`src/rtl/stick_mode_ctrl_pkg.sv`:
```
// Shared definitions for the light-stick mode controller.
// Mode encodings are used by the controller and the LED bank.
package stick_mode_ctrl_pkg;

   typedef enum logic [1:0] {
      MODE_OFF   = 2'd0,
      MODE_SOLID = 2'd1,
      MODE_BLINK = 2'd2,
      MODE_CHASE = 2'd3
   } mode_t;

   // Button presses walk the modes in a fixed ring.
   function automatic mode_t mode_next(input mode_t m);
      mode_t r;
      unique case (m)
         MODE_OFF:   r = MODE_SOLID;
         MODE_SOLID: r = MODE_BLINK;
         MODE_BLINK: r = MODE_CHASE;
         MODE_CHASE: r = MODE_OFF;
      endcase
      return r;
   endfunction

endpackage

```
`src/rtl/stick_mode_ctrl_debounce.sv`:
```
// Button synchroniser, stability filter and rising-edge detector.
// press is a registered one-cycle pulse per debounced rising edge.
module btn_debounce #(
   parameter int DEB_CYC = 4
) (
   input  logic clock,
   input  logic clr_n,
   input  logic btn,
   output logic press
);

   localparam int CW = $clog2(DEB_CYC + 1);
   localparam logic [CW-1:0] LAST = CW'(DEB_CYC - 1);

   logic          r_sync1;
   logic          r_sync2;
   logic          r_level;
   logic [CW-1:0] r_cnt;
   logic          r_press;

   logic w_diff;
   logic w_done;

   assign w_diff = r_sync2 ^ r_level;
   assign w_done = w_diff && (r_cnt == LAST);

   // Two-flop synchroniser for the asynchronous button.
   always_ff @(posedge clock or negedge clr_n) begin
      if (!clr_n) begin
         r_sync1 <= 1'b0;
         r_sync2 <= 1'b0;
      end else begin
         r_sync1 <= btn;
         r_sync2 <= r_sync1;
      end
   end

   // Level follows the input only after an unbroken run of mismatches.
   always_ff @(posedge clock or negedge clr_n) begin
      if (!clr_n) begin
         r_cnt   <= '0;
         r_level <= 1'b0;
         r_press <= 1'b0;
      end else begin
         r_press <= w_done & r_sync2;
         if (!w_diff) begin
            r_cnt <= '0;
         end else if (w_done) begin
            r_cnt   <= '0;
            r_level <= r_sync2;
         end else begin
            r_cnt <= r_cnt + CW'(1);
         end
      end
   end

   assign press = r_press;

endmodule

```
`src/rtl/stick_mode_ctrl.sv`:
```
// Mode controller for the light-stick LED register bank.
// Owns the mode FSM, the step prescaler and the bank control word.
module stick_mode_ctrl
   import stick_mode_ctrl_pkg::*;
#(
   parameter int N_LED    = 8,
   parameter int DIV_W    = 16,
   parameter int TICK_DIV = 50000,
   parameter int DEB_CYC  = 4
) (
   input  logic             clock,
   input  logic             clr_n,
   input  logic             btn,
   input  logic [1:0]       speed,
   output logic [1:0]       mode,
   output logic [N_LED-1:0] led_d,
   output logic             led_load,
   output logic             led_pre,
   output logic             led_clr
);

   localparam logic [DIV_W-1:0] TC   = DIV_W'(TICK_DIV - 1);
   localparam logic [N_LED-1:0] ONES = '1;
   localparam logic [N_LED-1:0] SEED = N_LED'(1);

   mode_t            r_mode;
   logic [DIV_W-1:0] r_div;
   logic [1:0]       r_sub;
   logic [N_LED-1:0] r_led;
   logic             r_load;
   logic             r_pre;
   logic             r_clr;

   logic             w_press;
   logic             w_tick;
   logic             w_step;
   mode_t            w_mode_nxt;
   logic [DIV_W-1:0] w_div_nxt;
   logic [1:0]       w_sub_nxt;
   logic [N_LED-1:0] w_led_nxt;
   logic             w_load_nxt;
   logic             w_pre_nxt;
   logic             w_clr_nxt;

   btn_debounce #(
      .DEB_CYC (DEB_CYC)
   ) u_deb (
      .clock (clock),
      .clr_n (clr_n),
      .btn   (btn),
      .press (w_press)
   );

   assign w_tick = (r_div == TC);
   assign w_step = w_tick && (r_sub >= speed);

   // Next mode, prescaler and bank word; a press overrides any step.
   always_comb begin
      w_mode_nxt = r_mode;
      w_div_nxt  = w_tick ? '0 : r_div + DIV_W'(1);
      w_sub_nxt  = r_sub;
      w_led_nxt  = r_led;
      w_load_nxt = 1'b0;
      w_pre_nxt  = 1'b0;
      w_clr_nxt  = 1'b0;
      if (w_tick) begin
         w_sub_nxt = w_step ? 2'd0 : r_sub + 2'd1;
      end
      if (w_press) begin
         w_mode_nxt = mode_next(r_mode);
         w_div_nxt  = '0;
         w_sub_nxt  = 2'd0;
         unique case (w_mode_nxt)
            MODE_OFF: begin
               w_clr_nxt = 1'b1;
               w_led_nxt = '0;
            end
            MODE_SOLID: begin
               w_pre_nxt = 1'b1;
               w_led_nxt = ONES;
            end
            MODE_BLINK: begin
               w_load_nxt = 1'b1;
               w_led_nxt  = ONES;
            end
            MODE_CHASE: begin
               w_load_nxt = 1'b1;
               w_led_nxt  = SEED;
            end
         endcase
      end else if (w_step) begin
         unique case (r_mode)
            MODE_OFF: begin
            end
            MODE_SOLID: begin
            end
            MODE_BLINK: begin
               w_load_nxt = 1'b1;
               w_led_nxt  = ~r_led;
            end
            MODE_CHASE: begin
               w_load_nxt = 1'b1;
               w_led_nxt  = {r_led[N_LED-2:0], r_led[N_LED-1]};
            end
         endcase
      end
   end

   // Mode state register.
   always_ff @(posedge clock or negedge clr_n) begin
      if (!clr_n) begin
         r_mode <= MODE_OFF;
      end else begin
         r_mode <= w_mode_nxt;
      end
   end

   // Base tick counter and tick sub-counter.
   always_ff @(posedge clock or negedge clr_n) begin
      if (!clr_n) begin
         r_div <= '0;
         r_sub <= 2'd0;
      end else begin
         r_div <= w_div_nxt;
         r_sub <= w_sub_nxt;
      end
   end

   // Registered bank controls; clear is held while in reset.
   always_ff @(posedge clock or negedge clr_n) begin
      if (!clr_n) begin
         r_led  <= '0;
         r_load <= 1'b0;
         r_pre  <= 1'b0;
         r_clr  <= 1'b1;
      end else begin
         r_led  <= w_led_nxt;
         r_load <= w_load_nxt;
         r_pre  <= w_pre_nxt;
         r_clr  <= w_clr_nxt;
      end
   end

   assign mode     = r_mode;
   assign led_d    = r_led;
   assign led_load = r_load;
   assign led_pre  = r_pre;
   assign led_clr  = r_clr;

endmodule

```
`config.mk`:
```
export PLATFORM = sky130hd
export DESIGN_NAME = stick_mode_ctrl
export DESIGN_NICKNAME = d
export VERILOG_FILES = /design/src/rtl/stick_mode_ctrl_pkg.sv /design/src/rtl/stick_mode_ctrl_debounce.sv /design/src/rtl/stick_mode_ctrl.sv
export SDC_FILE = /design/constraint.sdc
export NUM_CORES = 1
export LEC_CHECK = 0
export CAP_MARGIN = 0
export CORE_UTILIZATION = 55
export CTS_CLUSTER_SIZE = 10
export DETAILED_ROUTE_END_ITERATION = 10
export PLACE_DENSITY = 0.78
export SLEW_MARGIN = 40
export SYNTH_ARGS = -nofsm -noshare
export SYNTH_HDL_FRONTEND = slang
export SYNTH_HIERARCHICAL = 1
export SYNTH_SLANG_ARGS = --single-unit
export TNS_END_PERCENT = 1
```
`constraint.sdc`:
```
create_clock -name clock -period 2.8 [get_ports clock]
set_input_delay 0.42 -clock clock [delete_from_list [all_inputs] [get_ports clock]]
set_output_delay 0.42 -clock clock [all_outputs]
set_load 0.02 [all_outputs]
```
# [Yosys cells after proc, flatten, opt, wreduce, memory -nomap -nowiden]
# Index checks and enable logic that the tools add are counted.
[op_classes] n_addsub=3 n_mul=0 div=0 magnitude_cmp=1 n_eq_ne=8 shift=0 n_mux=21 bitwise_logic=3 reduce_logical=12
[op_table] op="$mux 16" n=2
[op_table] op="$pmux 8 s3" n=1
[op_table] op="$add 16x1->16 const B" n=1
[op_table] op="$eq 16x16->1 const B" n=1
[op_table] op="$mux 8" n=2
[op_table] op="$pmux 8 s2" n=1
[op_table] op="$eq 2x2->1 const B" n=4
[op_table] op="$mux 1" n=8
[op_table] op="$mux 2" n=4
[op_table] op="$not 8->8" n=1
[op_table] op="$pmux 2 s4" n=1
[op_table] op="$mux 3" n=2
[op_table] op="$reduce_or 2->1" n=3
[op_table] op="$eq 2x1->1 const B" n=2
[op_table] op="$logic_not 2->1" n=2
[op_table] op="$reduce_and 2->1" n=2
[op_table] op="$reduce_bool 2->1" n=2
[op_table] op="$add 3x1->3 const B" n=1
[op_table] op="$eq 3x2->1 const B" n=1
[op_table] op="$reduce_bool 3->1" n=1
[op_table] op="$add 2x1->2 const B" n=1
[op_table] op="$ge 2x2->1" n=1
[op_table] op="$logic_and 1x1->1" n=2
[op_table] op="$and 1x1->1" n=1
[op_table] op="$xor 1x1->1" n=1
[word_totals] register_bits=38 latch_bits=0 ramBits=0 rom_bits=0 inputBits=5 out_inout_bits=13 elab_cells=60 memories=0

# [Logic depth before layout (Yosys ltp)]
# Gate-level depths: netlist of run 1.
[depth] word_depth=7 ltp_mapped=7 ltp_nobuf=6

# [Cells and area by module]
# The synthesis of run 1 kept the hierarchy.
[modules_own_cells] mod="stick_mode_ctrl" n_inst=1 cells_per_inst=171 area_per_inst_um2=1701.6 seq_area_each_um2=777.0
[modules_own_cells] mod="btn_debounce" n_inst=1 cells_per_inst=15 area_per_inst_um2=256.5 seq_area_each_um2=175.2

# [Worst setup path after synthesis of run 1]
# OpenSTA, ideal clock, no wires.
[synth_timing] path_kind="register to register" start="register r_div[12]" end="register r_led[0] (netlist: led_d[0])" setup_ns=0.125 arrival_time_ns=2.006 t_required_ns=2.675 slack_ns=0.669 path_stages_with_launch=5 path_buffers=0 period_less_slack_ns=2.131 path_cell_list="dfrtp_1 or4_4 o41a_1 nor3_4 mux2_4"
[synth_via] elab_chain_cells=4
[synth_rtl] element="from (decl)" line_no="stick_mode_ctrl.sv:27" text="logic [DIV_W-1:0] r_div;"
[synth_rtl] element="from (signal assigned)" line_no="stick_mode_ctrl.sv:124" text="r_div <= w_div_nxt;"
[synth_rtl] element="$eq 16x16->1" line_no="stick_mode_ctrl.sv:54" text="assign w_tick = (r_div == TC);"
[synth_rtl] element="$logic_and 1x1->1" line_no="stick_mode_ctrl.sv:55" text="assign w_step = w_tick && (r_sub >= speed);"
[synth_rtl] element="$reduce_bool 2->1 (no line)"
[synth_rtl] element="$reduce_and 2->1 (no line)"
[synth_rtl] element="to (signal assigned)" line_no="stick_mode_ctrl.sv:137" text="r_led <= w_led_nxt;"
[synth_rtl] element="to (decl)" line_no="stick_mode_ctrl.sv:29" text="logic [N_LED-1:0] r_led;"
# Every way passes these cells.
# A chain may end at the register's enable or synchronous reset.

# [Worst setup path in the final report of run 1]
# Ends and elaborated chain as after synthesis.

==> impl_results.md, run 1 <==
* Seq cells post-synth at 38
* Biggest cell delay along the critical path at 0.56 ns
* Critical path's slowest cell: or4_4
* Post-Layout Inst Area at 2220 um2
* Clk_skew at 0.0116 ns
* Syn. warnings at 6
* P&R area growth vs syn at 13.3%
* Synth cell types at 40
* Site Rows at 21
* Critical Path Source Type: flip-flop
* R2R Setup Slk at 0.47 ns
* Tcrit/Tclk final at 0.831
* Final-report hold violation count at 0
* Non-Filler Instances at 251
* CP required at 3.04 ns
* Pwr Total at 0.00177 W
* Cells after DPL at 243
* Cell taking the most area after synthesis: dfrtp_1
* RSZ-0062 raised after global routing: false
* Critical Path, Cell by Cell: or4_4, o41a_1, nor3_4, mux2_4
* Clk sinks at 38
* Cell family with the largest share of critical-path delay: simple AND/OR/NAND/NOR gates
* Grt total ovfl at 0
* GRT Total Usage at 0.220
* Register clock-pin slew on the reported worst setup and hold paths at 0.12 ns
* CTS resizes at 0
* Via count at 1496
* IO Pins at 18
* Initial DRC count at 93
* IO buf count at 17
* Net count after synthesis at 200
* WL/cell at 15.2 um
* Initial antenna violation count at 0
* Slew @ Worst Pin at 0.794 ns
* Status: completed
* Post-CTS Hold Buffers at 0
* Die W at 61.7 um
* Final setup viols at 0
* CP max FO at 8
* Fin util at 0.660
* Post-CTS Repair Setup Buffers at 0
* Final period demand of the worst path at 2.33 ns
* Placed cell areas at 2150 um2
* Final WL at 3.81 mm
* Antenna cells at 0
* Die footprint at 3800 um2
* Area contributors post-synth: dfrtp_1 (47%), xnor2_1 (5.8%), ha_1 (5.8%)
* Setup_tns at 0 ns
* Pre-antenna DRT Iters at 4
* Via density at 5.96
* Fin. max-slew vios at 0
* Max-Cap Viols at 0
* Rel. slew slack at 0.469
* Top cell type's share of synthesized area at 0.473
* # DRC at 0
* Post-synthesis sequential area ratio at 0.486
* PD cells at 796 nW/um2
* Wire length of the first global-routing pass at 5.97 mm
* Final net count at 218
* Mapped Cells at 186
* Initial Utilization at 0.582
* TritonCTS buffer count at 5
* F_max at 0.430 GHz
* Hpwl dp at 2.60 mm
* Share of layout cells above drive strength 1 at 0.0878
* Min-delay worst type: reg2reg
* H-tree Lvls at 2
* Peak VDD IR at 0.000369 V
* Crit path capture type: flip-flop
* CORE AREA at 3360 um2
* Leakage at 0.907 nW
* Die H at 61.7 um
* CTS tree: done
* Routability cong. at 0.801
* Root Buffer: clkbuf_4
* Mapped Area at 1960 um2
* ANT nets after route at 0
* Number of global-route vias before repair at 1344
* Synth Area per Inst at 10.5 um2
* Clk_lat worst skew at 0.35 ns
* CTS Buffer Depth at 2
* Pin count of the biggest net entering global routing at 39
* CP arrival at 2.57 ns
* Critical path buffer and inverter count at 0
* Setup CP Type: reg2reg
[cells by family after synthesis]
kind of cell	share of synthesized area
xor gates and xnor gates	0.0671
muxes	0.0256
adders and majority gates	0.0575
AOI/OAI and AO/OA	0.110
buffers and inverters	0.0371
and+or+nand+nor	0.217
DFF	0.486
[power by group]
part	switching (W)	internal (W)
Combinational	0.000335	0.000304
Clock	0.000182	0.000121
Sequential	0.000149	0.000675
Total	0.000667	0.00110
[placed cells by master (no fill, tap or decap), types with 7 or more instances in the layout]
master            n
dfrtp_1          37
nand3_1           7
xnor2_1          13
nor2_1           20
o21ai_0           8
a2bb2oi_1         7
nand2_1          13
a2111oi_0         7
clkdlybuf4s50_1  17
ha_1              9
[cell type report]
class,count,area (um2)
Clock buffer,6,51.3
Clock inverter,2,12.5
Fill cell,271,1140
Inverter,7,26.3
Multi-Input combinational cell,133,933
Sequential cell,38,952
Tap cell,46,57.6
Timing Repair Buffer,19,185
[worst paths after layout]
check                                          end  depth (start not counted)                    start
setup / recovery              led_d[0]$_DFFE_PN0P_                          4      r_div[12]$_DFF_PN0_
max in group asynchronous        led_clr$_DFF_PN1_                          2                    clr_n
hold reg to reg            u_deb/r_sync2$_DFF_PN0_                          0  u_deb/r_sync1$_DFF_PN0_
min in group asynchronous      mode[1]$_DFFE_PN0P_                          2                    clr_n
hold / removal             u_deb/r_sync2$_DFF_PN0_                          0  u_deb/r_sync1$_DFF_PN0_
setup reg to reg              led_d[0]$_DFFE_PN0P_                          4      r_div[12]$_DFF_PN0_
[stage by stage]
| step | setup WS [ns] | hold WS [ns] |
|---|---|---|
| after floorplan | 0.669 | 0.124 |
| after global placement | 0.508 | 0.340 |
| after detailed placement | 0.464 | 0.342 |
| after CTS | 0.504 | 0.370 |
| after global routing | 0.412 | 0.372 |
| final | 0.474 | 0.366 |
[registers in the layout, indices dropped and copies added, names as in the netlist]
register / flops
u_deb/r_level: 1
u_deb/r_sync1: 1
led_pre: 1
led_load: 1
u_deb/r_cnt: 3
led_d: 8
r_sub: 2
led_clr: 1
mode: 2
r_div: 16
u_deb/r_sync2: 1
u_deb/press: 1
[metal layers]
metal / GRT usage / routed length [um] / share of wire / vias up
met1: 0.284 / 1730 / 0.45 / 718
met3: 0.0504 / 200 / 0.053 / 11
met4: 0.121 / 95 / 0.025 / 0
met5: 0 / 0 / 0 / -
li1: - / - / - / 715
met2: 0.341 / 1780 / 0.47 / 52
[synth_stat cells]
master and count:
a2111oi_0 7, and3_1 1, xor2_1 2, dfstp_2 1
and4bb_2 1, a21oi_1 4, nor3b_1 3, nand4b_1 1
nor3_1 5, o22ai_1 1, nor3_4 1, nand2b_4 1
nand2_1 13, dfrtp_1 37, or4_4 1, clkbuf_1 5
nand2b_1 2, nor4bb_1 1, o21ai_0 8, mux2_4 2
nand4_1 6, clkinv_1 1, buf_6 2, o41a_1 1
mux2i_1 2, nand4bb_1 1, buf_2 1, and2_1 3
nor4_1 5, nor2_1 20, a2bb2oi_1 7, and3b_1 1
nor3_2 1, ha_1 9, nand3_1 7, o21a_1 1
a211oi_1 1, nor4b_1 1, xnor2_1 13, inv_1 6
Power figures use the tool's default switching activity.
==> run 2, diff against run 1 <==
--- a/config.mk
+++ b/config.mk
@@ -6,10 +6,10 @@
 export NUM_CORES = 1
 export LEC_CHECK = 0
 export CAP_MARGIN = 0
-export CORE_UTILIZATION = 55
+export CORE_UTILIZATION = 51
 export CTS_CLUSTER_SIZE = 10
 export DETAILED_ROUTE_END_ITERATION = 10
-export PLACE_DENSITY = 0.78
+export PLACE_DENSITY = 0.76
 export SLEW_MARGIN = 40
 export SYNTH_ARGS = -nofsm -noshare
 export SYNTH_HDL_FRONTEND = slang
==> constraint.sdc (replaced) <==
create_clock -name clock -period 1.9 [get_ports clock]
set_input_delay 0.285 -clock clock [delete_from_list [all_inputs] [get_ports clock]]
set_output_delay 0.285 -clock clock [all_outputs]
set_load 0.02 [all_outputs]
==> run 2 against run 1 <==
Against the previous run: the run now ends with setup timing left; utilization fell by 0.75 points; clock skew barely moved; clock power rose by 88%; global-route usage rose by 0.81 points; cell count rose by 7.6%; first-iteration DRC count rose by 24%; via count rose by 3.1%.
==> impl_results.md, run 2 (same netlist as run 1, synthesis figures left out) <==
* Setup CP Type: reg2reg
* IO Pins at 18 (unchanged)
* Fin. max-slew vios at 0 (unchanged)
* Slew @ Worst Pin at 0.467 ns (-0.327 ns)
* Initial antenna violation count at 0 (unchanged)
* PD cells at 1190 nW/um2 (+49%)
* # DRC at 0 (unchanged)
* Hpwl dp at 2.82 mm (+8.2%)
* Failing checks: setup timing
* RSZ-0062 raised after global routing: true
* WL/cell at 14.7 um (-3.3%)
* Largest register FFs at 16 (unchanged)
* Critical Path Source Type: flip-flop
* CP max FO at 2 (-6)
* Register clock-pin slew on the reported worst setup and hold paths at 0.08 ns (-0.04 ns)
* CP required at 2.08 ns (-0.96 ns)
* Critical Path, Cell by Cell: or4_4, o41a_1, nor3_4, mux2_4
* Fin util at 0.652 (-0.00751)
* Clk_lat worst skew at 0.29 ns (-0.06 ns)
* Pint at 0.00181 W (+65%)
* CTS Buffer Depth at 2 (unchanged)
* CP arrival at 2.12 ns (-0.45 ns)
* F_max at 0.515 GHz (+20%)
* Post-CTS Repair Setup Buffers at 0 (unchanged)
* Final WL at 3.96 mm (+4.0%)
* IO buf count at 17 (unchanged)
* Commonest non-fill, non-tap cell in the layout: dfrtp_1
* Cells after DPL at 262 (+7.8%)
* Status: finished with violations
* Worst R2R End: led_d[0]$_DFFE_PN0P_
* Wire length of the first global-routing pass at 7.11 mm (+19%)
* TritonCTS buffer count at 5 (unchanged)
* WL met3 at 170 um (-15%)
* H-tree Lvls at 2 (unchanged)
* Fillers at 282 (+4.1%)
* Initial Utilization at 0.535 (-0.0474)
* Crit path capture type: flip-flop
* Placed cell areas at 2280 um2 (+6.0%)
* Met1 WL at 1.68 mm (-2.6%)
* Tcrit/Tclk final at 1.02 (+0.192)
* Final period demand of the worst path at 1.94 ns (-0.383 ns)
* Share of layout cells above drive strength 1 at 0.158 (+0.0699)
* Worst Slack Setup Final at -0.0429 ns (-0.517 ns)
* P&R area growth vs syn at 21.9%
* Critical path's slowest cell: or4_4
* Post-Layout Inst Area at 2390 um2 (+7.6%)
* CTS tree: done
* Psw at 0.00102 W (+53%)
* Number of global-route vias before repair at 1633 (+22%)
* Site Rows at 22 (+4.8%)
* Non-Filler Instances at 270 (+7.6%)
* Met2 routed WL at 2.01 mm (+13%)
* Highest metal used: met4
* Final net count at 235 (+7.8%)
* Via count at 1542 (+3.1%)
* Commonest cells after routing, fill and taps aside: dfrtp_1 (37), nor2_1 (20), buf_4 (18)
* Pwr Total at 0.00283 W (+60%)
* ANT nets after route at 0 (unchanged)
* Pre-antenna DRT Iters at 4 (unchanged)
* Clk pwr share at 0.200 (+0.029)
* Die footprint at 4090 um2 (+7.6%)
* R2r worst-path depth at 4 (unchanged)
* Pre-CTS WS at -0.193 ns (-0.657 ns)
* Grt total ovfl at 0 (unchanged)
* Root Buffer: clkbuf_8
* Via density at 5.71 (-4.2%)
* Peak VDD IR at 0.000629 V (+70%)
* CORE AREA at 3660 um2 (+8.9%)
* Reg power frac at 0.421 (-0.045)
* Pin count of the biggest net entering global routing at 39 (unchanged)
* Final setup viols at 3 (+3)
* Antenna cells at 0 (unchanged)
* GRT Total Usage at 0.228 (+0.00813)
* Min-delay worst type: reg2reg
* Die H at 64.0 um (+3.7%)
* Clk_skew at 0.0112 ns (-0.000331 ns)
* Leakage at 1.01 nW (+11%)
* Top reg by flops: r_div
* Biggest cell delay along the critical path at 0.53 ns (-0.03 ns)
* Clk sinks at 38 (unchanged)
* Die W at 64.0 um (+3.7%)
* Rel. slew slack at 0.688 (+0.219)
* Setup crit start: r_div[13]$_DFF_PN0_
* Routability cong. at 0.869 (+8.5%)
* Critical path endpoint: led_d[0]$_DFFE_PN0P_
* Max-Cap Viols at 0 (unchanged)
* FF-to-FF Start: r_div[13]$_DFF_PN0_
* Combinational share of power at 0.379 (+0.017)
* Initial DRC count at 115 (+24%)
* Final-report hold violation count at 0 (unchanged)
* R2R Setup Slk at -0.04 ns (-0.52 ns)
* Switch share at 0.361 (-0.0165)
[run 2: changes by cell type in the layout (fill, tap and decap cells not counted), moves of 3 or more]
cell       delta
a2111oi_0     -3
a2111oi_1     +3
clkbuf_4      -5
buf_4        +16
clkbuf_8      +5
[run 2: cell type report]
type / count / area (um2) / area share
Timing Repair Buffer: 36 / 317 / 0.133
Clock buffer: 7 / 86.3 / 0.0362
Inverter: 7 / 26.3 / 0.0110
Tap cell: 48 / 60.1 / 0.0252
Clock inverter: 1 / 5.00 / 0.00210
Multi-Input combinational cell: 133 / 941 / 0.394
Sequential cell: 38 / 952 / 0.399
[run 2: layer usage]
| metal | up-vias | GRT usage |
|---|---|---|
| li1 | 742 | - |
| met1 | 753 | 0.245 |
| met2 | 40 | 0.415 |
| met3 | 7 | 0.0429 |
| met4 | 0 | 0.125 |
| met5 | - | 0 |
[run 2: how the worst min path moves through the flow]
stage | from | to | slack, ns | depth (start not counted)
finish | u_deb/r_sync1$_DFF_PN0_ | u_deb/r_sync2$_DFF_PN0_ | 0.36 | 0
global placement | u_deb/r_sync1$_DFF_PN0_ | u_deb/r_sync2$_DFF_PN0_ | 0.33 | 0
global route | u_deb/r_sync1$_DFF_PN0_ | u_deb/r_sync2$_DFF_PN0_ | 0.36 | 0
floorplan | clr_n | led_d[0]$_DFFE_PN0P_ | -0.01 | 0
CTS | u_deb/r_sync1$_DFF_PN0_ | u_deb/r_sync2$_DFF_PN0_ | 0.35 | 0
detailed placement | u_deb/r_sync1$_DFF_PN0_ | u_deb/r_sync2$_DFF_PN0_ | 0.34 | 0
[run 2: metrics by stage]
step | TNS [ns] | hold WS (ns)
CTS | -0.133 | 0.351
finish | -0.0676 | 0.359
global placement | -0.429 | 0.332
global route | -0.743 | 0.360
detailed placement | -1.08 | 0.336
floorplan | -0.0911 | -0.0106
[run 2: worst max-delay path: cells and delay by family (launching register included)]
kind | cells | cell delay, ns
and+or+nand+nor | 2 | 0.74
DFF | 1 | 0.38
AOI/OAI and AO/OA | 1 | 0.37
muxes | 1 | 0.33
[run 2: power by group through the flow]
stage | sequential [W] | clock [W] | combinational (W)
final | 0.00119 | 0.000568 | 0.00107
after global routing | 0.00122 | 0.000606 | 0.00120
after CTS | 0.00119 | 0.000578 | 0.00107
after detailed placement | 0.00120 | 0 | 0.00106
after global placement | 0.00118 | 0 | 0.00101
after floorplan | 0.00126 | 0 | 0.000583
[run 2: repair_timing]
item	in CTS	in global routing
endpoints found under the hold margin	0	0
hold buffers	0	0
endpoints found under the setup margin	8	10
pin swaps	0	0
gates resized for setup	2	3
==> run 3, diff against run 2 <==
--- a/config.mk
+++ b/config.mk
@@ -7,6 +7,7 @@
 export LEC_CHECK = 0
 export CAP_MARGIN = 0
 export CORE_UTILIZATION = 51
+export CTS_CLUSTER_DIAMETER = 40
 export CTS_CLUSTER_SIZE = 10
 export DETAILED_ROUTE_END_ITERATION = 10
 export PLACE_DENSITY = 0.76
==> results of run 3 <==
Same layout as run 2: the final DEF is identical, and so are final timing and power.
